<file path="config.mk">
export PLATFORM = sky130hd
export DESIGN_NAME = modulo_stream_serializer_flat
export DESIGN_NICKNAME = d
export VERILOG_FILES = /design/src/rtl/modulo_pkg.sv /design/src/rtl/modulo_stream_serializer_if.sv /design/src/rtl/modulo_rem_accum.sv /design/src/rtl/modulo_stream_serializer.sv /design/src/flat_wrapper.sv
export SDC_FILE = /design/constraint.sdc
export NUM_CORES = 1
export LEC_CHECK = 0
export CAP_MARGIN = 40
export CORE_ASPECT_RATIO = 0.6
export CORE_UTILIZATION = 40
export CTS_CLUSTER_DIAMETER = 80
export DETAILED_ROUTE_END_ITERATION = 6
export GPL_TIMING_DRIVEN = 0
export HOLD_SLACK_MARGIN = 0.05
export PLACE_DENSITY = 0.64
export SLEW_MARGIN = 20
export SYNTH_ARGS = -nofsm -noshare
export SYNTH_HDL_FRONTEND = slang
export SYNTH_HIERARCHICAL = 1
export SYNTH_SLANG_ARGS = --single-unit
</file>
<file path="constraint.sdc">
create_clock -name clock -period 2.75 [get_ports clock]
set_clock_uncertainty 0.1 [all_clocks]
set_input_delay 0.275 -clock clock [delete_from_list [all_inputs] [get_ports clock]]
set_output_delay 0.275 -clock clock [all_outputs]
set_load 0.01 [all_outputs]
</file>
<file path="src/rtl/modulo_pkg.sv">
// Shared types and the conditional-subtract remainder step for the mod-N serializer/detector pair.
package modulo_pkg;

   localparam int unsigned MODULUS_DEFAULT = 5;
   localparam int unsigned REM_W           = 3;
   localparam int unsigned STEP_W          = REM_W + 1;

   typedef logic [REM_W-1:0] rem_t;

   typedef enum logic [1:0] {
      IDLE,
      SHIFT,
      FLUSH
   } ser_state_t;

   // (2r + b) mod modulus; r < modulus keeps 2r + b below 2*modulus, so one subtract suffices
   function automatic rem_t rem_step(input rem_t r, input logic b, input int unsigned modulus);
      logic [STEP_W-1:0] w_t;
      w_t = {r, b};
      if (w_t >= STEP_W'(modulus)) begin
         w_t = w_t - STEP_W'(modulus);
      end
      return w_t[REM_W-1:0];
   endfunction

endpackage

</file>
<file path="src/rtl/modulo_stream_serializer_if.sv">
// Word-in / bitstream-out bundle of the mod-N stream serializer.
interface modulo_stream_serializer_if #(
   parameter int unsigned WIDTH = 8
);

   logic                 in_valid;
   logic [WIDTH-1:0]     in_data;
   logic                 in_ready;
   logic                 serial_bit;
   logic                 bit_valid;
   logic                 frame_start;
   logic                 frame_end;
   modulo_pkg::rem_t     final_rem;
   logic                 rem_valid;

   modport master (
      output in_valid,
      output in_data,
      input  in_ready,
      input  serial_bit,
      input  bit_valid,
      input  frame_start,
      input  frame_end,
      input  final_rem,
      input  rem_valid
   );

   modport slave (
      input  in_valid,
      input  in_data,
      output in_ready,
      output serial_bit,
      output bit_valid,
      output frame_start,
      output frame_end,
      output final_rem,
      output rem_valid
   );

endinterface

</file>
<file path="src/rtl/modulo_rem_accum.sv">
// Registered running remainder of an MSB-first bitstream; clear wins over step.
module modulo_rem_accum
   import modulo_pkg::*;
#(
   parameter int unsigned MODULUS = MODULUS_DEFAULT
) (
   input  logic clk,
   input  logic rst_n,
   input  logic i_clear,
   input  logic i_step,
   input  logic i_bit,
   output rem_t o_rem
);

   rem_t r_rem;

   always_ff @(posedge clk or negedge rst_n) begin
      if (!rst_n) begin
         r_rem <= '0;
      end else if (i_clear) begin
         r_rem <= '0;
      end else if (i_step) begin
         r_rem <= rem_step(r_rem, i_bit, MODULUS);
      end
   end

   assign o_rem = r_rem;

endmodule

</file>
<file path="src/rtl/modulo_stream_serializer.sv">
// Serialises accepted words MSB-first with frame strobes and reports word mod MODULUS per frame.
// MODSER_BACKTOBACK_EN: accept the next word on the frame_end cycle and skip FLUSH (zero-gap stream).
module modulo_stream_serializer
   import modulo_pkg::*;
#(
   parameter int unsigned WIDTH   = 8,
   parameter int unsigned MODULUS = MODULUS_DEFAULT
) (
   input  logic                       clock,
   input  logic                       reset,
   modulo_stream_serializer_if.slave  bus
);

   localparam int unsigned     CNT_W = (WIDTH > 1) ? $clog2(WIDTH) : 1;
   localparam logic [CNT_W-1:0] LAST = CNT_W'(WIDTH - 1);
`ifdef MODSER_BACKTOBACK_EN
   localparam logic BTB = 1'b1;
`else
   localparam logic BTB = 1'b0;
`endif

   ser_state_t        r_state;
   logic [WIDTH-1:0]  r_shift;
   logic [CNT_W-1:0]  r_cnt;
   logic              r_in_ready;
   logic              r_serial_bit;
   logic              r_bit_valid;
   logic              r_frame_start;
   logic              r_frame_end;
   logic              r_rem_valid;
   rem_t              r_final_rem;

   logic              w_accept;
   logic              w_last;
   logic              w_step;
   logic [CNT_W-1:0]  w_cnt_nxt;
   rem_t              w_rem;
   rem_t              w_rem_done;

   assign w_accept   = bus.in_valid && r_in_ready;
   assign w_last     = (r_state == SHIFT) && (r_cnt == LAST);
   assign w_step     = (r_state == SHIFT);
   assign w_cnt_nxt  = r_cnt + 1'b1;
   // remainder including the bit on the wire this cycle
   assign w_rem_done = rem_step(w_rem, r_serial_bit, MODULUS);

   modulo_rem_accum #(
      .MODULUS (MODULUS)
   ) u_accum (
      .clk     (clock),
      .rst_n   (reset),
      .i_clear (w_accept),
      .i_step  (w_step),
      .i_bit   (r_serial_bit),
      .o_rem   (w_rem)
   );

   always_ff @(posedge clock or negedge reset) begin
      if (!reset) begin
         r_state       <= IDLE;
         r_shift       <= '0;
         r_cnt         <= '0;
         r_in_ready    <= 1'b1;
         r_serial_bit  <= 1'b0;
         r_bit_valid   <= 1'b0;
         r_frame_start <= 1'b0;
         r_frame_end   <= 1'b0;
         r_rem_valid   <= 1'b0;
         r_final_rem   <= '0;
      end else begin
         r_rem_valid <= 1'b0;
         if (w_accept) begin
            // new frame: k=0 bit goes out next cycle
            r_state       <= SHIFT;
            r_shift       <= bus.in_data << 1;
            r_serial_bit  <= bus.in_data[WIDTH-1];
            r_cnt         <= '0;
            r_bit_valid   <= 1'b1;
            r_frame_start <= 1'b1;
            r_frame_end   <= (LAST == '0);
            r_in_ready    <= BTB && (LAST == '0);
            if (w_last) begin
               r_final_rem <= w_rem_done;
               r_rem_valid <= 1'b1;
            end
         end else begin
            case (r_state)
               SHIFT: begin
                  if (w_last) begin
                     r_state       <= FLUSH;
                     r_serial_bit  <= 1'b0;
                     r_bit_valid   <= 1'b0;
                     r_frame_start <= 1'b0;
                     r_frame_end   <= 1'b0;
                     r_in_ready    <= 1'b0;
                     r_final_rem   <= w_rem_done;
                     r_rem_valid   <= 1'b1;
                  end else begin
                     r_cnt         <= w_cnt_nxt;
                     r_shift       <= r_shift << 1;
                     r_serial_bit  <= r_shift[WIDTH-1];
                     r_frame_start <= 1'b0;
                     r_frame_end   <= (w_cnt_nxt == LAST);
                     r_in_ready    <= BTB && (w_cnt_nxt == LAST);
                  end
               end
               FLUSH: begin
                  r_state    <= IDLE;
                  r_in_ready <= 1'b1;
               end
               default: ;
            endcase
         end
      end
   end

   assign bus.in_ready    = r_in_ready;
   assign bus.serial_bit  = r_serial_bit;
   assign bus.bit_valid   = r_bit_valid;
   assign bus.frame_start = r_frame_start;
   assign bus.frame_end   = r_frame_end;
   assign bus.final_rem   = r_final_rem;
   assign bus.rem_valid   = r_rem_valid;

endmodule

</file>
<file path="src/flat_wrapper.sv">
// flat-port wrapper written by rule: the top's interface ports become plain ports
module modulo_stream_serializer_flat import modulo_pkg::*;
#(
   parameter int unsigned WIDTH   = 8,
   parameter int unsigned MODULUS = MODULUS_DEFAULT
)
  (clock, reset, bus_in_valid, bus_in_data, bus_in_ready, bus_serial_bit, bus_bit_valid, bus_frame_start, bus_frame_end, bus_final_rem, bus_rem_valid);
  modulo_stream_serializer_if #(.WIDTH(WIDTH)) bus_i ();
  input  logic clock;
  input  logic reset;
  input wire logic [$bits(bus_i.in_valid)-1:0] bus_in_valid;
  input wire logic [$bits(bus_i.in_data)-1:0] bus_in_data;
  output wire logic [$bits(bus_i.in_ready)-1:0] bus_in_ready;
  output wire logic [$bits(bus_i.serial_bit)-1:0] bus_serial_bit;
  output wire logic [$bits(bus_i.bit_valid)-1:0] bus_bit_valid;
  output wire logic [$bits(bus_i.frame_start)-1:0] bus_frame_start;
  output wire logic [$bits(bus_i.frame_end)-1:0] bus_frame_end;
  output wire logic [$bits(bus_i.final_rem)-1:0] bus_final_rem;
  output wire logic [$bits(bus_i.rem_valid)-1:0] bus_rem_valid;
  assign bus_i.in_valid = bus_in_valid;
  assign bus_i.in_data = bus_in_data;
  assign bus_in_ready = bus_i.in_ready;
  assign bus_serial_bit = bus_i.serial_bit;
  assign bus_bit_valid = bus_i.bit_valid;
  assign bus_frame_start = bus_i.frame_start;
  assign bus_frame_end = bus_i.frame_end;
  assign bus_final_rem = bus_i.final_rem;
  assign bus_rem_valid = bus_i.rem_valid;
  modulo_stream_serializer #(.WIDTH(WIDTH), .MODULUS(MODULUS)) u_core (.clock(clock), .reset(reset), .bus(bus_i));
endmodule
</file>
# [Word-level counts from Yosys, hierarchy flattened]
# Index checks and enable logic that the tools add are counted.
[totals] output_inout_bits=9 regBits=25 inputBits=11
[classes] mux=31 n_eq_ne=6 addsub=2 order_cmp=1 reduce_logical=8
[ops] operator="$mux W3" count=9
[ops] operator="$mux W8" count=3
[ops] operator="$mux W1" count=15
[ops] operator="$eq A3 B3 Y1 const B" count=2
[ops] operator="$reduce_and A2 Y1" count=3
[ops] operator="$ge A4 B3 Y1 const B" count=1
[ops] operator="$mux W2" count=2
[ops] operator="$pmux W2 S2" count=1
[ops] operator="$reduce_bool A2 Y1" count=2
[ops] operator="$add A3 B1 Y3 const B" count=1
[ops] operator="$ne A3 B2 Y1 const B" count=1
[ops] operator="$reduce_bool A3 Y1" count=1
[ops] operator="$sub A3 B3 Y3 const B" count=1
[ops] operator="$eq A2 B1 Y1 const B" count=1
[ops] operator="$eq A2 B2 Y1 const B" count=1
[ops] operator="$logic_and A1 B1 Y1" count=2
[ops] operator="$ne A2 B2 Y1 const B" count=1
[ops] operator="$pmux W1 S2" count=1

# [Longest topological paths before layout]
# Gate-level depths: netlist of the first run.
[depth] word_depth=5 ltp_mapped=6 mapped_depth_nobuf=6

# [By module]
# The synthesis of the first run kept the hierarchy.
[modules_own_cells] module="modulo_stream_serializer" cells_each=107 area_per_inst_um2=1012.2 n_inst=1
[modules_own_cells] module="modulo_rem_accum" cells_each=19 area_per_inst_um2=196.4 n_inst=1

# [Worst setup path before layout of the first run]
# OpenSTA, ideal clock, no wires.
[synth_path] path_type="register -> register" from="register u_core.r_serial_bit, in the netlist u_core/bus.serial_bit" to="register u_core.u_accum.r_rem[1], in the netlist u_core/u_accum/o_rem[1]" path_slack_ps=1053 path_buffers=0 period_less_slack_ps=1697 path_stages_with_launch=6 arrival_ps=1510 setup_time_ps=87 path_cell_list="dfrtp_1 -> ha_1 -> nand2b_1 -> a21oi_2 -> mux2_2 -> a211oi_2"
[synth_via] elab_chain_cells=4 elab_cells_between_ends=5 cone_classes="add/sub: 1; order compare: 1; mux: 3"
[synth_lines] item="start, declared" line="modulo_stream_serializer.sv:26" rtl="logic r_serial_bit;"
[synth_lines] item="start signal, assigned" line="modulo_stream_serializer.sv:76" rtl="r_serial_bit <= bus.in_data[WIDTH-1];"
[synth_lines] item="start signal, assigned" line="modulo_stream_serializer.sv:101" rtl="r_serial_bit <= r_shift[WIDTH-1];"
[synth_lines] item="$ge A4 B3 Y1 or $sub A3 B3 Y3 (tied branches)" line="modulo_pkg.sv:20, modulo_pkg.sv:21"
[synth_lines] item="$mux W3 (*)" line="modulo_pkg.sv:20" rtl="if (w_t >= STEP_W'(modulus)) begin"
[synth_lines] item="$mux W3 (*)" line="modulo_rem_accum.sv:22" rtl="end else if (i_step) begin"
[synth_lines] item="$mux W3 (*)" line="modulo_rem_accum.sv:20" rtl="end else if (i_clear) begin"
[synth_lines] item="end signal, assigned" line="modulo_rem_accum.sv:23" rtl="r_rem <= rem_step(r_rem, i_bit, MODULUS);"
[synth_lines] item="end, declared" line="modulo_rem_accum.sv:15" rtl="rem_t r_rem;"
# Mark *: on every way between the ends. The rest lies on a longest branch, timed or not. The select of a mux whose other input is x is not followed.
# A chain may end at the register's enable or synchronous reset.

# [Worst setup path in the final report of the first run]
[layout_path] from="input bus_in_valid" to="register u_core.u_accum.r_rem[0], in the netlist u_core/u_accum/o_rem[0]"
[layout_via] elab_chain_cells=2 elab_cells_between_ends=3 cone_classes="mux: 1; reduce/logical: 2"
[layout_lines] item="start, declared" line="flat_wrapper.sv:11" rtl="input wire logic [$bits(bus_i.in_valid)-1:0] bus_in_valid;"
[layout_lines] item="$logic_and A1 B1 Y1 (*)" line="modulo_stream_serializer.sv:40" rtl="assign w_accept = bus.in_valid && r_in_ready;"
[layout_lines] item="net u_core.w_accept" line="modulo_stream_serializer.sv:33" rtl="logic w_accept;"
[layout_lines] item="$mux W3 or $reduce_bool A2 Y1 (tied branches)"
# Mark *: on every way through the listed nets, which the timed path passes. The rest lies on a longest branch.

==> reports/metrics.yaml, run 1 <==
power:
  power_leakage_nw: 0.678
  peakVddDrop_v: 0.000445
  power.total_mw: 1.70
  power.density_mw_per_mm2: 1130
cells_and_area:
  num-nets-final: 169
  multi_input_area_um2: 529
  diodes: 0
  final_common_cell: "nand2_1"
  final_cell_mix: "nand2_1 (27), dfrtp_1 (23), clkdlybuf4s50_1 (19), nor2_1 (11), o21ai_0 (9)"
  fillers: 278
  layout-area-overhead-vs-synth_pct: 24.7
  regArea_um2: 602
  final_util_pct: 52.5
  layout-drive-gt1-share_pct: 11.3
  design_area_mm2: 0.00151
yosys:
  ys_ff_latch: 24
  syn-instance-count: 126
  synth-warning-count: 6
  ys_types: 29
  syn_avg_cell_area_um2: 9.59
  seq_area_frac_synth_pct: 49.8
  syn_area_mm2: 0.00121
  synth_fp_nets: 144
worst_setup_path:
  crit_type: "primary input to flop"
  critPathLaunchType: "primary input"
  worstSetupEndpointType: "flop"
  crit_path_max_fanout: 14
  r2r_cells: 5
  arrival_ns: 1.88
  required_ns: 2.81
sta:
  final_hold_viol_count: 0
  maxSlewHeadroom_pct: 54.5
  min_period_over_period_pct: 65.9
  tns_ns: 0
  rsz0062_at_grt: "false"
  fin_crit_ns: 1.81
  max_freq_mhz: 552
  tightestPinTransition_ns: 0.680
  setup_viol: 0
  slew_viol_final: 0
clocking:
  hold_buffers: 0
  clock_latency_ns: 0.26
  ctsHtreeMaxLevel: 1
  clk_pin_slew_ns: 0.08
  cts_buffers: 3
  cts_tree: "done"
  cts.sinks: 24
  cts-root-buf: "clkbuf_8"
  cts_resized: 0
  post_cts.repair.setup_buffers: 0
  clockBufferDepth: 2
drt:
  ant_nets: 0
  wirelength_um: 2270
  drt-vias-per-instance: 4.70
  drtIter0Drc: 40
  vias: 902
  wl_met2_um: 957
  top_layer: "met3"
  met3_length_um: 80
  wire_per_inst_um: 11.8
  first_pass_iters: 6
  drc: 0
  drt-met1-wl_um: 1230
floorplanning:
  die-height_um: 44.6
  dieArea_mm2: 0.00325
  core_mm2: 0.00287
  num_rows: 15
  start_util_pct: 42.1
  pin_count: 20
  die_x_um: 73.0
grt:
  grt_pass1_wl_um: 3980
  grt_start_max_net_pins: 16
  antenna_found_initial: 0
  grt_pass1_vias: 863
  overflow: 0
  grt.total_usage_pct: 16.6
placement:
  port_buffers: 19
  dpl_cell_area_mm2: 0.00146
  post-dp-hpwl_um: 1680
  gp_congestion: 0.683
run_status:
  status: "finished, final reports clean"
hold_path:
  hold_path_class: "primary input to async pin"
run:
  maxCapViolCount: 0
## power breakdown
group,internal [mW],leakage [nW],switching [mW]
registers,0.515,0.293,0.113
clock network,0.103,0.0228,0.106
logic,0.424,0.362,0.435
## worst max-delay path: stages
cell             delay, ns
clkdlybuf4s50_1       0.43
nand2_1               0.15
buf_6                 0.17
inv_4                 0.06
buf_4                 0.18
or4b_1                0.51
o311ai_1              0.09
## layer usage
metal  vias to the layer above  track usage [%]
met3                         0             5.47
met2                        14             24.9
met4                         0             3.53
met5                         -                0
li1                        469                -
met1                       419             23.5
## cell usage after synthesis
library cell  instances  area [µm²]
dfrtp_1              23         576
o311ai_1              1        8.76
buf_4                 1        7.51
dfstp_2               1        26.3
nand2b_1              3        18.8
a31oi_1               6        37.5
inv_4                 1        6.26
ha_1                  7        87.6
or4b_1                1        10.0
nor2_1               11        41.3
buf_6                 3        33.8
or2b_1                1        7.51
inv_1                 7        26.3
nand2_2               1        6.26
nand2_1              27         101
mux2_2                1        11.3
or2_2                 1        6.26
xnor2_1               2        17.5
inv_2                 1        3.75
a211oi_2              1        12.5
or3_1                 1        6.26
nor3b_1               2        15.0
a21oi_2               1        8.76
nand3_1               1        5.00
a21oi_1               8        40.0
o21ai_4               1        16.3
nand4b_1              2        17.5
a2bb2oi_1             1        8.76
o21ai_0               9        45.0
## path summary, 6_finish.rpt
kind	from	end	slack (ns)
max in group asynchronous	reset	u_core/r_shift[4]$_DFFE_PN0P_	1.70
max reg2reg	u_core/bus.serial_bit$_DFFE_PN0P_	u_core/u_accum/o_rem[1]$_DFFE_PN0P_	0.97
min reg2reg	u_core/bus.bit_valid$_DFFE_PN0P_	u_core/bus.bit_valid$_DFFE_PN0P_	0.37
min	reset	u_core/bus.serial_bit$_DFFE_PN0P_	0.32
min in group clock	u_core/bus.bit_valid$_DFFE_PN0P_	u_core/bus.bit_valid$_DFFE_PN0P_	0.37
max	bus_in_valid	u_core/u_accum/o_rem[0]$_DFFE_PN0P_	0.94
## cell type report
class | instances | area share, %
timing repair buffer | 20 | 13.4
sequential | 24 | 39.9
buffer | 4 | 2.74
clock buffer | 4 | 2.99
tap | 42 | 3.49
multi-input combinational | 89 | 35.1
inverter | 9 | 2.41
## stage by stage
step | worst slack, ns | instances | hold WS, ns
floorplan | 1.05 | 126 | -0.121
global placement | 0.675 | 187 | 0.360
detailed placement | 0.676 | 188 | 0.365
CTS | 0.947 | 192 | 0.354
global route | 0.857 | 192 | 0.381
finish | 0.937 | 192 | 0.321
## sequential cells by signal (all words and copies together), names as in the netlist, 2 cells and up
| register | count |
|---|---|
| u_core/bus.final_rem | 3 |
| u_core/r_cnt | 3 |
| u_core/r_state | 2 |
| u_core/r_shift | 7 |
| u_core/u_accum/o_rem | 3 |
## cell families (layout without fill, tap and decap cells)
logic type / after synthesis / in the layout / synth area share, %
xor+xnor: 2 / 2 / 1.45
fa+ha+maj: 7 / 7 / 7.25
compound gates: 28 / 28 / 14.7
buf+inv: 13 / 37 / 6.42
simple gates: 51 / 51 / 19.5
flops: 24 / 24 / 49.8
mux: 1 / 1 / 0.932
No activity file was read; power rests on OpenSTA's default activity.
==> inputs of run 2 (changes only) <==
--- a/config.mk
+++ b/config.mk
@@ -12,7 +12,7 @@
 export DETAILED_ROUTE_END_ITERATION = 6
 export GPL_TIMING_DRIVEN = 0
 export HOLD_SLACK_MARGIN = 0.05
-export PLACE_DENSITY = 0.64
+export PLACE_DENSITY = 0.66
 export SLEW_MARGIN = 20
 export SYNTH_ARGS = -nofsm -noshare
 export SYNTH_HDL_FRONTEND = slang
==> constraint.sdc (replaced) <==
create_clock -name clock -period 1.5 [get_ports clock]
set_clock_uncertainty 0.1 [all_clocks]
set_input_delay 0.15 -clock clock [delete_from_list [all_inputs] [get_ports clock]]
set_output_delay 0.15 -clock clock [all_outputs]
set_load 0.01 [all_outputs]
==> run 2 against run 1 <==
The flow now finishes with violations (setup timing). Non-clock buffer count increased by 13. Final cell count increased by 6.8%. First-iteration DRC count increased by 30%. Sequential power increased by 88%. Count of clock-buffer cells in the layout unchanged. Flip-flop and latch count unchanged. Routed wire length increased by 19%. Sequential share of layout area decreased by 4.5 points. Global-route usage increased by 1.6 points. Critical endpoint is now u_core/u_accum/o_rem[1]$_DFFE_PN0P_. Largest cell class is now multi-input gates. Largest power group unchanged. Highest routed layer is now met4.
==> reports/metrics.yaml, run 2 (synthesis gave the netlist of run 1 again) <==
worst_setup_path:
  worstPathCellList: "ha_4 > nand2b_4 > a21oi_4 > mux2_4 > a211oi_2"
  crit_path_max_fanout: 6
  startpoint: "u_core/bus.serial_bit$_DFFE_PN0P_"
  path_delay_family: "flip-flops"
  r2r_start: "u_core/bus.serial_bit$_DFFE_PN0P_"
  critPathLaunchType: "flop"
  required_ns: 1.58
  worstSetupEndpointType: "flop"
  cp_slowest_cell: "dfrtp_2"
  arrival_ns: 1.68
  path_buf_inv: 0
  slowest_delay_ns: 0.47
  crit_type: "flop to flop"
drt:
  first_pass_iters: 4
  drc: 0
  drt-vias-per-instance: 4.90
  wire_per_inst_um: 13.2
  vias: 1005
  wirelength_um: 2700
  drtIter0Drc: 52
  ant_nets: 0
floorplanning:
  num_rows: 15
  core_mm2: 0.00287
  dieArea_mm2: 0.00325
  start_util_pct: 42.1
  die_x_um: 73.0
  die-height_um: 44.6
  pin_count: 20
sta:
  holdWs_ns: 0.0853
  max_freq_mhz: 626
  rsz0062_at_grt: "true"
  setup_viol: 4
  maxSlewHeadroom_pct: 71.4
  final_hold_viol_count: 0
  tightestPinTransition_ns: 0.427
  final.setup.worst_slack_ns: -0.0977
  fin_crit_ns: 1.60
  slew_viol_final: 0
  min_period_over_period_pct: 107
grt:
  grt_start_max_net_pins: 17
  use_met1_pct: 26.5
  use_met3_pct: 5.47
  grt.total_usage_pct: 18.2
  busiest_layer: "met2"
  overflow: 0
  grt_pass1_vias: 925
  use_met2_pct: 26.7
  antenna_found_initial: 0
  grt_pass1_wl_um: 4330
cells_and_area:
  multi_input_area_um2: 619
  layout-area-overhead-vs-synth_pct: 40.9
  instances_no_fill: 205
  final_common_cell: "nand2_1"
  layout-drive-gt1-share_pct: 27.6
  largest_reg_flops: 7
  diodes: 0
  fillers: 261
  regArea_um2: 603
  top_register: "u_core/r_shift"
  design_area_mm2: 0.00170
  final_cell_mix: "nand2_1 (26), dfrtp_1 (22), clkdlybuf4s50_1 (17), buf_4 (12)"
  num-nets-final: 182
run:
  maxCapViolCount: 0
placement:
  port_buffers: 19
  dp.cells: 188
  dpl_cell_area_mm2: 0.00152
  post-dp-hpwl_um: 1740
  gp_congestion: 0.731
power:
  power.density_mw_per_mm2: 2190
  power_leakage_nw: 0.753
  peakVddDrop_v: 0.00117
clocking:
  cts_tree: "done"
  hold_buffers: 0
  cts.sinks: 24
  clockBufferDepth: 2
  ctsHtreeMaxLevel: 1
  clk_pin_slew_ns: 0.08
  clock_latency_ns: 0.26
  cts_buffers: 3
  cts-root-buf: "clkbuf_8"
run_status:
  violations: "setup timing"
  status: "finished, violations left"
hold_path:
  hold_path_class: "primary input to async pin"
run 2: cell types whose count changed in the layout (fill, tap and decap cells not counted), sizes merged:
cell,delta
dlygate4sd2,+2
clkdlybuf4s50,-2
buf,+13
run 2: worst paths after layout:
kind                       depth (start not counted)                                  end  slack [ns]
max                                                5  u_core/u_accum/o_rem[1]$_DFFE_PN0P_        -0.1
min                                                1     u_core/bus.bit_valid$_DFFE_PN0P_        0.09
max reg2reg                                        5  u_core/u_accum/o_rem[1]$_DFFE_PN0P_        -0.1
min reg2reg                                        2  u_core/bus.final_rem[0]$_DFFE_PN0P_        0.39
max in group asynchronous                          2      u_core/bus.in_ready$_DFFE_PN1P_        0.68
min in group clock                                 3        u_core/r_shift[1]$_DFFE_PN0P_        0.34
run 2: area by class of cell:
cell class	count	share of cell area [%]
multi-input combinational	89	36.4
sequential	24	35.4
timing repair buffer	33	17.4
tap	42	3.09
clock buffer	4	2.65
buffer	4	2.65
inverter	9	2.42
run 2: what timing repair did:
item / 4_1_cts / 5_1_grt
cloned: 1 / 0
resized for setup: 6 / 8
buffers inserted: 9 / 3
setup endpoints to repair: 14 / 12
pin swaps: 3 / 4
run 2: worst reg2reg max path, cell delays in order, from the launching register on:
cell and delay (ns):
dfrtp_2 0.47, ha_4 0.17, nand2b_4 0.13, a21oi_4 0.15, mux2_4 0.32, a211oi_2 0.17
run 2: stage by stage:
stage | worst slack, ns | power [mW] | setup TNS, ns | utilization [%]
after detailed placement | -0.356 | 2.92 | -0.894 | 52.9
after global routing | -0.163 | 4.01 | -0.794 | 59.3
after floorplan | -0.0457 | 2.41 | -0.0876 | -
after CTS | -0.110 | 3.54 | -0.298 | 57.4
after global placement | -0.357 | 2.83 | -2.40 | 52.4
final | -0.0977 | 3.73 | -0.254 | 59.3
run 2: power by group:
part           switching, mW  internal, mW  total, mW
registers              0.232         0.947       1.18
clock network          0.201         0.190      0.390
logic                   1.01          1.15       2.16
total                   1.44          2.29       3.73
run 2: layer usage:
layer,share of wire (%),wire (µm)
met2,45,1220
met5,0,0
met4,0.41,11
met1,50,1360
met3,4.1,110
==> inputs of run 3 (changes only) <==
--- a/config.mk
+++ b/config.mk
@@ -13,6 +13,8 @@
 export GPL_TIMING_DRIVEN = 0
 export HOLD_SLACK_MARGIN = 0.05
 export PLACE_DENSITY = 0.66
+export RECOVER_POWER = 50
+export SETUP_SLACK_MARGIN = 0.2
 export SLEW_MARGIN = 20
 export SYNTH_ARGS = -nofsm -noshare
 export SYNTH_HDL_FRONTEND = slang
==> run 3 against run 2 <==
Non-clock buffer count is 10 higher. Fmax is 2.7% lower. Total power is 16% higher. Highest routed layer unchanged. Combinational power is 27% higher. Sequential share of layout area is 4.3 points lower. Largest cell class unchanged. Final cell count is 4.9% higher. First-iteration DRC count is 17% lower. Routed wire length is 14% higher. The flow still finishes with violations (setup timing). Count of clock-buffer cells in the layout stayed put. Clock power is 2% lower. Global-route usage is 1.1 points higher. Critical endpoint unchanged. Flip-flop and latch count stayed put.
==> reports/metrics.yaml, run 3 (synthesis gave the netlist of run 1 again) <==
cells_and_area:
  final_cell_mix: "nand2_1 (23), dfrtp_1 (22), buf_6 (14), buf_4 (14), clkdlybuf4s50_1 (9)"
  diodes: 0
  fillers: 224
  regArea_um2: 603
  final_common_cell: "nand2_1"
  largest_reg_flops: 7
  instances_no_fill: 215
  layout-drive-gt1-share_pct: 43.9
  design_area_mm2: 0.00194
  multi_input_area_um2: 738
  num-nets-final: 192
  layout-area-overhead-vs-synth_pct: 60.2
  top_register: "u_core/r_shift"
floorplanning:
  core_mm2: 0.00287
  pin_count: 20
  die-height_um: 44.6
  die_x_um: 73.0
  start_util_pct: 42.1
  num_rows: 15
  dieArea_mm2: 0.00325
sta:
  fin_crit_ns: 1.64
  tightestPinTransition_ns: 0.417
  maxSlewHeadroom_pct: 72.2
  max_freq_mhz: 609
  final.setup.worst_slack_ns: -0.143
  slew_viol_final: 0
  min_period_over_period_pct: 110
  final_hold_viol_count: 0
  rsz0062_at_grt: "true"
  setup_viol: 8
placement:
  dp.cells: 188
  gp_congestion: 0.749
  dpl_worst_slack_ns: -0.380
  post-dp-hpwl_um: 1890
  port_buffers: 19
  dpl_cell_area_mm2: 0.00154
drt:
  first_pass_iters: 4
  drt-vias-per-instance: 4.96
  wirelength_um: 3070
  vias: 1066
  drtIter0Drc: 43
  drc: 0
  ant_nets: 0
  wire_per_inst_um: 14.3
worst_setup_path:
  arrival_ns: 1.72
  required_ns: 1.58
  crit_path_max_fanout: 5
  critPathLaunchType: "flop"
  crit_type: "flop to flop"
  worstSetupEndpointType: "flop"
run_status:
  violations: "setup timing"
  status: "finished, violations left"
power:
  power_switching_mw: 1.72
  p_int_mw: 2.63
  pwr-share-comb_pct: 63.1
  peakVddDrop_v: 0.00113
  power_leakage_nw: 0.858
  swShare_pct: 39.6
  power.density_mw_per_mm2: 2240
  seqPwrFrac_pct: 28.1
  power_frac_clock_pct: 8.8
grt:
  grt.total_usage_pct: 19.2
  grt_pass1_vias: 978
  grt_pass1_wl_um: 4520
  overflow: 0
  antenna_found_initial: 0
  grt_start_max_net_pins: 17
clocking:
  cts.sinks: 24
  cts-root-buf: "clkbuf_8"
  clk_pin_slew_ns: 0.08
  clockBufferDepth: 2
  hold_buffers: 0
  cts_buffers: 3
  ctsHtreeMaxLevel: 1
  cts_tree: "done"
  clock_latency_ns: 0.26
run:
  maxCapViolCount: 0
hold_path:
  hold_path_class: "primary input to async pin"
-- run 3: changes by cell type in the layout (fill, tap and decap cells not counted), sizes merged --
cell           delta
clkdlybuf4s50     -8
clkbuf            +1
buf              +11
dlygate4sd2       +5
dlygate4sd3       +1
-- run 3: power groups by stage --
stage / sequential (mW) / combinational, mW / clock (mW)
2_1_floorplan: 1.20 / 1.26 / 0
4_1_cts: 1.19 / 2.25 / 0.397
3_3_place_gp: 1.19 / 1.68 / 0
3_5_place_dp: 1.21 / 1.76 / 0
5_1_grt: 1.26 / 2.98 / 0.420
6_report: 1.22 / 2.74 / 0.381
-- run 3: cell type report --
type                       count  area share, %
sequential                    24           31.1
tap                           42           2.71
clock buffer                   4           2.33
multi-input combinational     89           38.1
buffer                         4           2.78
timing repair buffer          43           20.4
inverter                       9           2.52
-- run 3: critical path, stage by stage (launching register included) --
cell and delay [ns]:
dfrtp_2 0.48, ha_4 0.17, nand2b_4 0.14, a21oi_4 0.16
mux2_4 0.32, a211oi_2 0.18
-- run 3: final timing paths --
kind	start	endpoint	slack (ns)	depth (start not counted)
max	u_core/bus.serial_bit$_DFFE_PN0P_	u_core/u_accum/o_rem[1]$_DFFE_PN0P_	-0.14	5
min	reset	u_core/r_shift[4]$_DFFE_PN0P_	0.14	1
max reg2reg	u_core/bus.serial_bit$_DFFE_PN0P_	u_core/u_accum/o_rem[1]$_DFFE_PN0P_	-0.14	5
min reg2reg	u_core/bus.frame_start$_DFFE_PN0P_	u_core/bus.frame_start$_DFFE_PN0P_	0.38	2
max in group asynchronous	reset	u_core/bus.in_ready$_DFFE_PN1P_	0.39	2
min in group clock	bus_in_data[7]	u_core/bus.serial_bit$_DFFE_PN0P_	0.34	3
-- run 3: per-stage QoR --
step	utilization [%]	TNS, ns	hold WS, ns	total power, mW
global route	67.5	-0.915	0.162	4.66
floorplan	-	-0.0876	-0.246	2.46
CTS	61.9	-0.282	0.102	3.83
global placement	53.0	-1.78	0.360	2.88
finish	67.5	-0.398	0.143	4.34
detailed placement	53.5	-0.675	0.364	2.98
-- run 3: repair_timing --
item	4_1_cts	5_1_grt
resized for setup	47	23
hold endpoints to repair	0	0
buffers inserted	14	8
endpoints found under the setup margin	30	25
cloned	1	0
pin swaps	11	10
-- run 3: per-layer routing --
metal | track usage, % | wire (µm) | up-vias
met3 | 5.47 | 87 | 6
met4 | 5.49 | 61 | 0
li1 | - | - | 520
met2 | 31.0 | 1480 | 18
met1 | 25.6 | 1440 | 522
met5 | 0 | 0 | -
==> RTL edit 1: new RTL, flow settings as in run 2 <==
Encoding of `ser_state_t`: now one-hot (3 bits for 3 states).
--- a/src/rtl/modulo_pkg.sv
+++ b/src/rtl/modulo_pkg.sv
@@ -7,10 +7,10 @@
 
    typedef logic [REM_W-1:0] rem_t;
 
-   typedef enum logic [1:0] {
-      IDLE,
-      SHIFT,
-      FLUSH
+   typedef enum logic [2:0] {
+      IDLE  = 3'b001,
+      SHIFT = 3'b010,
+      FLUSH = 3'b100
    } ser_state_t;
 
    // (2r + b) mod modulus; r < modulus keeps 2r + b below 2*modulus, so one subtract suffices
Check against the original RTL: same outputs for any inputs over 10 cycles, from zero or initial values and one cycle with reset low; not proved beyond that.
==> RTL edit 1 against run 2 <==
  * The flow still finishes with violations (negative setup slack)
  * Routed wire length up 10%
  * Sequential cell count up 1
  * Area after synthesis up 8.7%
  * Critical path depth up 2
  * Worst setup slack worse by 0.35 ns
  * Non-clock buffer count down 4
  * Die area up 8.4%
  * Final area up 9.6%
  * Synthesized cell count up 5.6%
  * Power up 6.8%
  * Critical endpoint is now u_core/r_shift[3]
  * Largest cell class unchanged
  * Highest routed layer unchanged
==> RTL edit 1: results (changes against run 2) <==
Run status: finished with violations (unchanged)
Failing checks: negative setup slack (unchanged)
Hpwl dp: 1970 um (was 1740 um)
Top cells by count, synth: nand2_1 (29), dfrtp_1 (23), nor2_1 (12) (was nand2_1 (27), dfrtp_1 (23), nor2_1 (11))
Vias in the first global route: 977 (was 925)
Grt met1 use: 0.255 (was 0.265)
Avg Cell Area, Syn: 9.88 um^2 (was 9.59 um^2)
Met2 wire length: 1390 um (was 1220 um)
Synth area leaders: dfrtp_1 (44%), nand2_1 (8.3%), ha_1 (6.7%) (was dfrtp_1 (48%), nand2_1 (8.4%), ha_1 (7.2%))
Worst path arrival time: 2.03 ns (was 1.68 ns)
Largest net degree at the start of global routing: 26 (was 17)
Average routed wire per standard cell: 14.3 um (was 13.2 um)
Combinational share of power: 0.574 (was 0.580)
Post-CTS setup buffers: 7 (was 9)
Sum of negative setup slack: -4.31 ns (was -0.254 ns)
Share of layout cells above drive strength 1: 0.361 (was 0.276)
First-pass GRT wire length: 4800 um (was 4330 um)
Worst vdd ir: 0.000928 V (was 0.00117 V)
Crit path largest cell delay: 0.57 ns (was 0.47 ns)
Resized cells post-CTS: 17 (was 6)
Dpl ws: -0.556 ns (was -0.356 ns)
Post-Place Cell Area: 1620 um^2 (was 1520 um^2)
Nets: 185 (was 182)
Yosys cell types: 30 (was 29)
Post-CTS Hold Buffers: 1 (was 0)
DR iter-0 viols: 67 (was 52)
Filler instances: 255 (was 261)
# setup viols final: 12 (was 4)
Reg2Reg Launch Point: u_core/r_cnt[0] (was u_core/bus.serial_bit)
GR Layer Usage met3: 0.0475 (was 0.0547)
Syn Nets: 151 (was 144)
Clock power frac: 0.101 (was 0.105)
Met2 global-route usage: 0.304 (was 0.267)
Worst-path maximum fanout: 5 (was 6)
Slowest cell on crit path: or4b_4 (was dfrtp_2)
RD Place Congestion: 0.733 (was 0.731)
Core Util, Final: 0.621 (was 0.593)
Max-Slew Margin vs Limit: 0.630 (was 0.714)
M1 WL: 1440 um (was 1360 um)
Final WS setup: -0.447 ns (was -0.0977 ns)
==> RTL edit 1: layout make-up <==
type	count	area share
multi-input cells	93	0.404
flip-flops and latches	25	0.338
repair buffers	30	0.156
well taps	42	0.0282
inverters	11	0.0262
plain buffers	3	0.0228
clock buffers	3	0.0221
clock inverters	1	0.00268
==> RTL edit 1: logic make-up after synthesis <==
group                    share of synthesized area
XOR/XNOR                                    0.0133
AO/OA/AOI/OAI                                0.140
multiplexers                                0.0162
adder cells (fa/ha/maj)                     0.0667
flip-flops                                   0.478
buffers and inverters                       0.0724
AND/OR/NAND/NOR                              0.213
==> RTL edit 1: how the worst min path moves through the flow <==
stage                                end            startpoint  slack (ns)
finish               u_core/bus.in_ready          bus_in_valid        0.18
global route         u_core/bus.in_ready          bus_in_valid        0.20
CTS                  u_core/bus.in_ready          bus_in_valid        0.18
detailed placement     u_core/r_shift[6]                 reset        0.07
global placement    u_core/bus.bit_valid  u_core/bus.bit_valid        0.36
floorplan           u_core/bus.bit_valid                 reset       -0.25
==> RTL edit 2: new RTL, flow settings as in run 2 <==
Made on the original files. Set the package constant `REM_W` to 5 (it was 3).
--- a/src/rtl/modulo_pkg.sv
+++ b/src/rtl/modulo_pkg.sv
@@ -2,7 +2,7 @@
 package modulo_pkg;
 
    localparam int unsigned MODULUS_DEFAULT = 5;
-   localparam int unsigned REM_W           = 3;
+   localparam int unsigned REM_W           = 5;
    localparam int unsigned STEP_W          = REM_W + 1;
 
    typedef logic [REM_W-1:0] rem_t;
Interface: changed (resized bus_final_rem); port bits go from 20 to 22. No check against the original RTL was run, so the function may have changed too.
==> RTL edit 2 against run 2 <==
  * The run still ends with negative setup slack left
  * Global-route usage grew 0.83 points
  * Final area grew 37%
  * Worst setup slack lost 0.065 ns
  * Area after synthesis grew 27%
  * Worst hold slack gained 0.21 ns
  * Sequential share of layout area shrank 5.0 points
  * Non-clock buffer count grew 11
  * Routed wire length grew 47%
  * Critical endpoint is now u_core/bus.serial_bit
  * Sequential cell count grew 4
  * First-iteration DRC count grew 50%
  * Core utilization grew 8.6 points
Power is left out: it rests on default switching activity, and per cell area and clock period it moved more than threefold.
==> RTL edit 2: results (changes against run 2) <==
Run status: finished with violations (unchanged)
Failing checks: negative setup slack (unchanged)
Worst-path maximum fanout: 2 (was 6)
Final WS setup: -0.163 ns (was -0.0977 ns)
Sum of negative setup slack: -2.11 ns (was -0.254 ns)
Post-Place Cell Area: 1810 um^2 (was 1520 um^2)
Max clock buf depth: 2 (unchanged)
Avg Cell Area, Syn: 9.62 um^2 (was 9.59 um^2)
RD Place Congestion: 0.864 (was 0.731)
Synth area leaders: dfrtp_1 (44%), ha_1 (5.7%), nand2_1 (5.6%) (was dfrtp_1 (48%), nand2_1 (8.4%), ha_1 (7.2%))
Worst path arrival time: 1.77 ns (was 1.68 ns)
Vias per cell: 5.31 (was 4.90)
# setup viols final: 21 (was 4)
Largest net degree at the start of global routing: 29 (was 17)
Slowest cell on crit path: dfrtp_1 (was dfrtp_2)
Clk slew on worst S/H paths: 0.10 ns (was 0.08 ns)
Filler instances: 245 (was 261)
Max-Slew Margin vs Limit: 0.578 (was 0.714)
Hpwl dp: 2150 um (was 1740 um)
GRT Overall Usage: 0.190 (was 0.182)
Clock Latency Late Sink: 0.28 ns (was 0.26 ns)
HP Class: in -> reg (was in -> async)
Count of input and output buffers: 21 (was 19)
First-pass GRT wire length: 5780 um (was 4330 um)
Top cells by count, synth: dfrtp_1 (27), nand2_1 (23), inv_1 (12) (was nand2_1 (27), dfrtp_1 (23), nor2_1 (11))
Syn Nets: 177 (was 144)
Vias in the first global route: 1,265 (was 925)
Share of layout cells above drive strength 1: 0.375 (was 0.276)
DR iter-0 viols: 78 (was 52)
-- RTL edit 2: cell count changes after synthesis, sizes merged, moves of 3 or more --
cell,change
o211ai,+3
a31oi,-4
mux2i,+8
o21ai,+4
inv,+3
or3,+3
nor2b,+8
o2111ai,+4
nand2,-5
dfrtp,+4
a21oi,-3
-- RTL edit 2: final timing paths --
check,from,endpoint,slack [ns],depth (start not counted)
max,u_core/r_cnt[1],u_core/bus.serial_bit,-0.16,7
min,bus_in_data[1],u_core/r_shift[2],0.30,3
max reg2reg,u_core/r_cnt[1],u_core/bus.serial_bit,-0.16,7
min reg2reg,u_core/bus.frame_start,u_core/bus.frame_start,0.41,2
max in group asynchronous,reset,u_core/u_accum/o_rem[0],0.49,2
min in group asynchronous,reset,u_core/r_shift[2],0.36,2
-- RTL edit 2: area by class of cell --
cell class,instances,area share
multi-input combinational,114,0.415
sequential,28,0.304
timing repair buffer,44,0.181
inverter,13,0.0252
tap,45,0.0241
clock buffer,3,0.0177
buffer,4,0.0177
clock inverter,1,0.0128
timing repair inverter,1,0.00268
-- RTL edit 2: layer usage --
layer	vias up	global-route usage	wire (um)
li1	654	-	-
met1	640	0.245	1790
met2	42	0.320	1930
met3	8	0.0389	187
met4	0	0.0526	68
met5	-	0	0
-- RTL edit 2: kinds of logic after synthesis --
kind of cell | Yosys count | share of synthesized area
simple gates | 57 | 0.198
compound gates | 38 | 0.165
flops | 28 | 0.459
buf+inv | 17 | 0.0450
mux | 8 | 0.0524
fa+ha+maj | 7 | 0.0573
xor+xnor | 4 | 0.0229
-- RTL edit 2: what timing repair did --
action | 4_1_cts | 5_1_grt
pin swaps | 8 | 14
gates resized for setup | 28 | 42
endpoints found under the hold margin | 27 | 0
setup endpoints to repair | 22 | 23
gates cloned | 1 | 1
setup buffers | 11 | 10
hold buffers | 1 | 0
-- RTL edit 2: worst max-delay path: cells and delay by family, from the launching register on --
family	cells	cell delay [ns]
and+or+nand+nor	1	0.27
AOI/OAI and AO/OA	2	0.22
buffers and inverters	2	0.23
DFF	1	0.40
adders and majority gates	2	0.38
-- RTL edit 2: per-stage QoR --
step | std cells | utilization | worst slack [ns] | hold slack [ns]
2_1_floorplan | 159 | - | -0.0456 | -0.246
3_3_place_gp | 225 | 0.528 | -0.359 | 0.362
3_5_place_dp | 225 | 0.527 | -0.344 | 0.100
4_1_cts | 242 | 0.602 | -0.151 | 0.295
5_1_grt | 253 | 0.679 | -0.236 | 0.303
6_report | 253 | 0.679 | -0.163 | 0.297
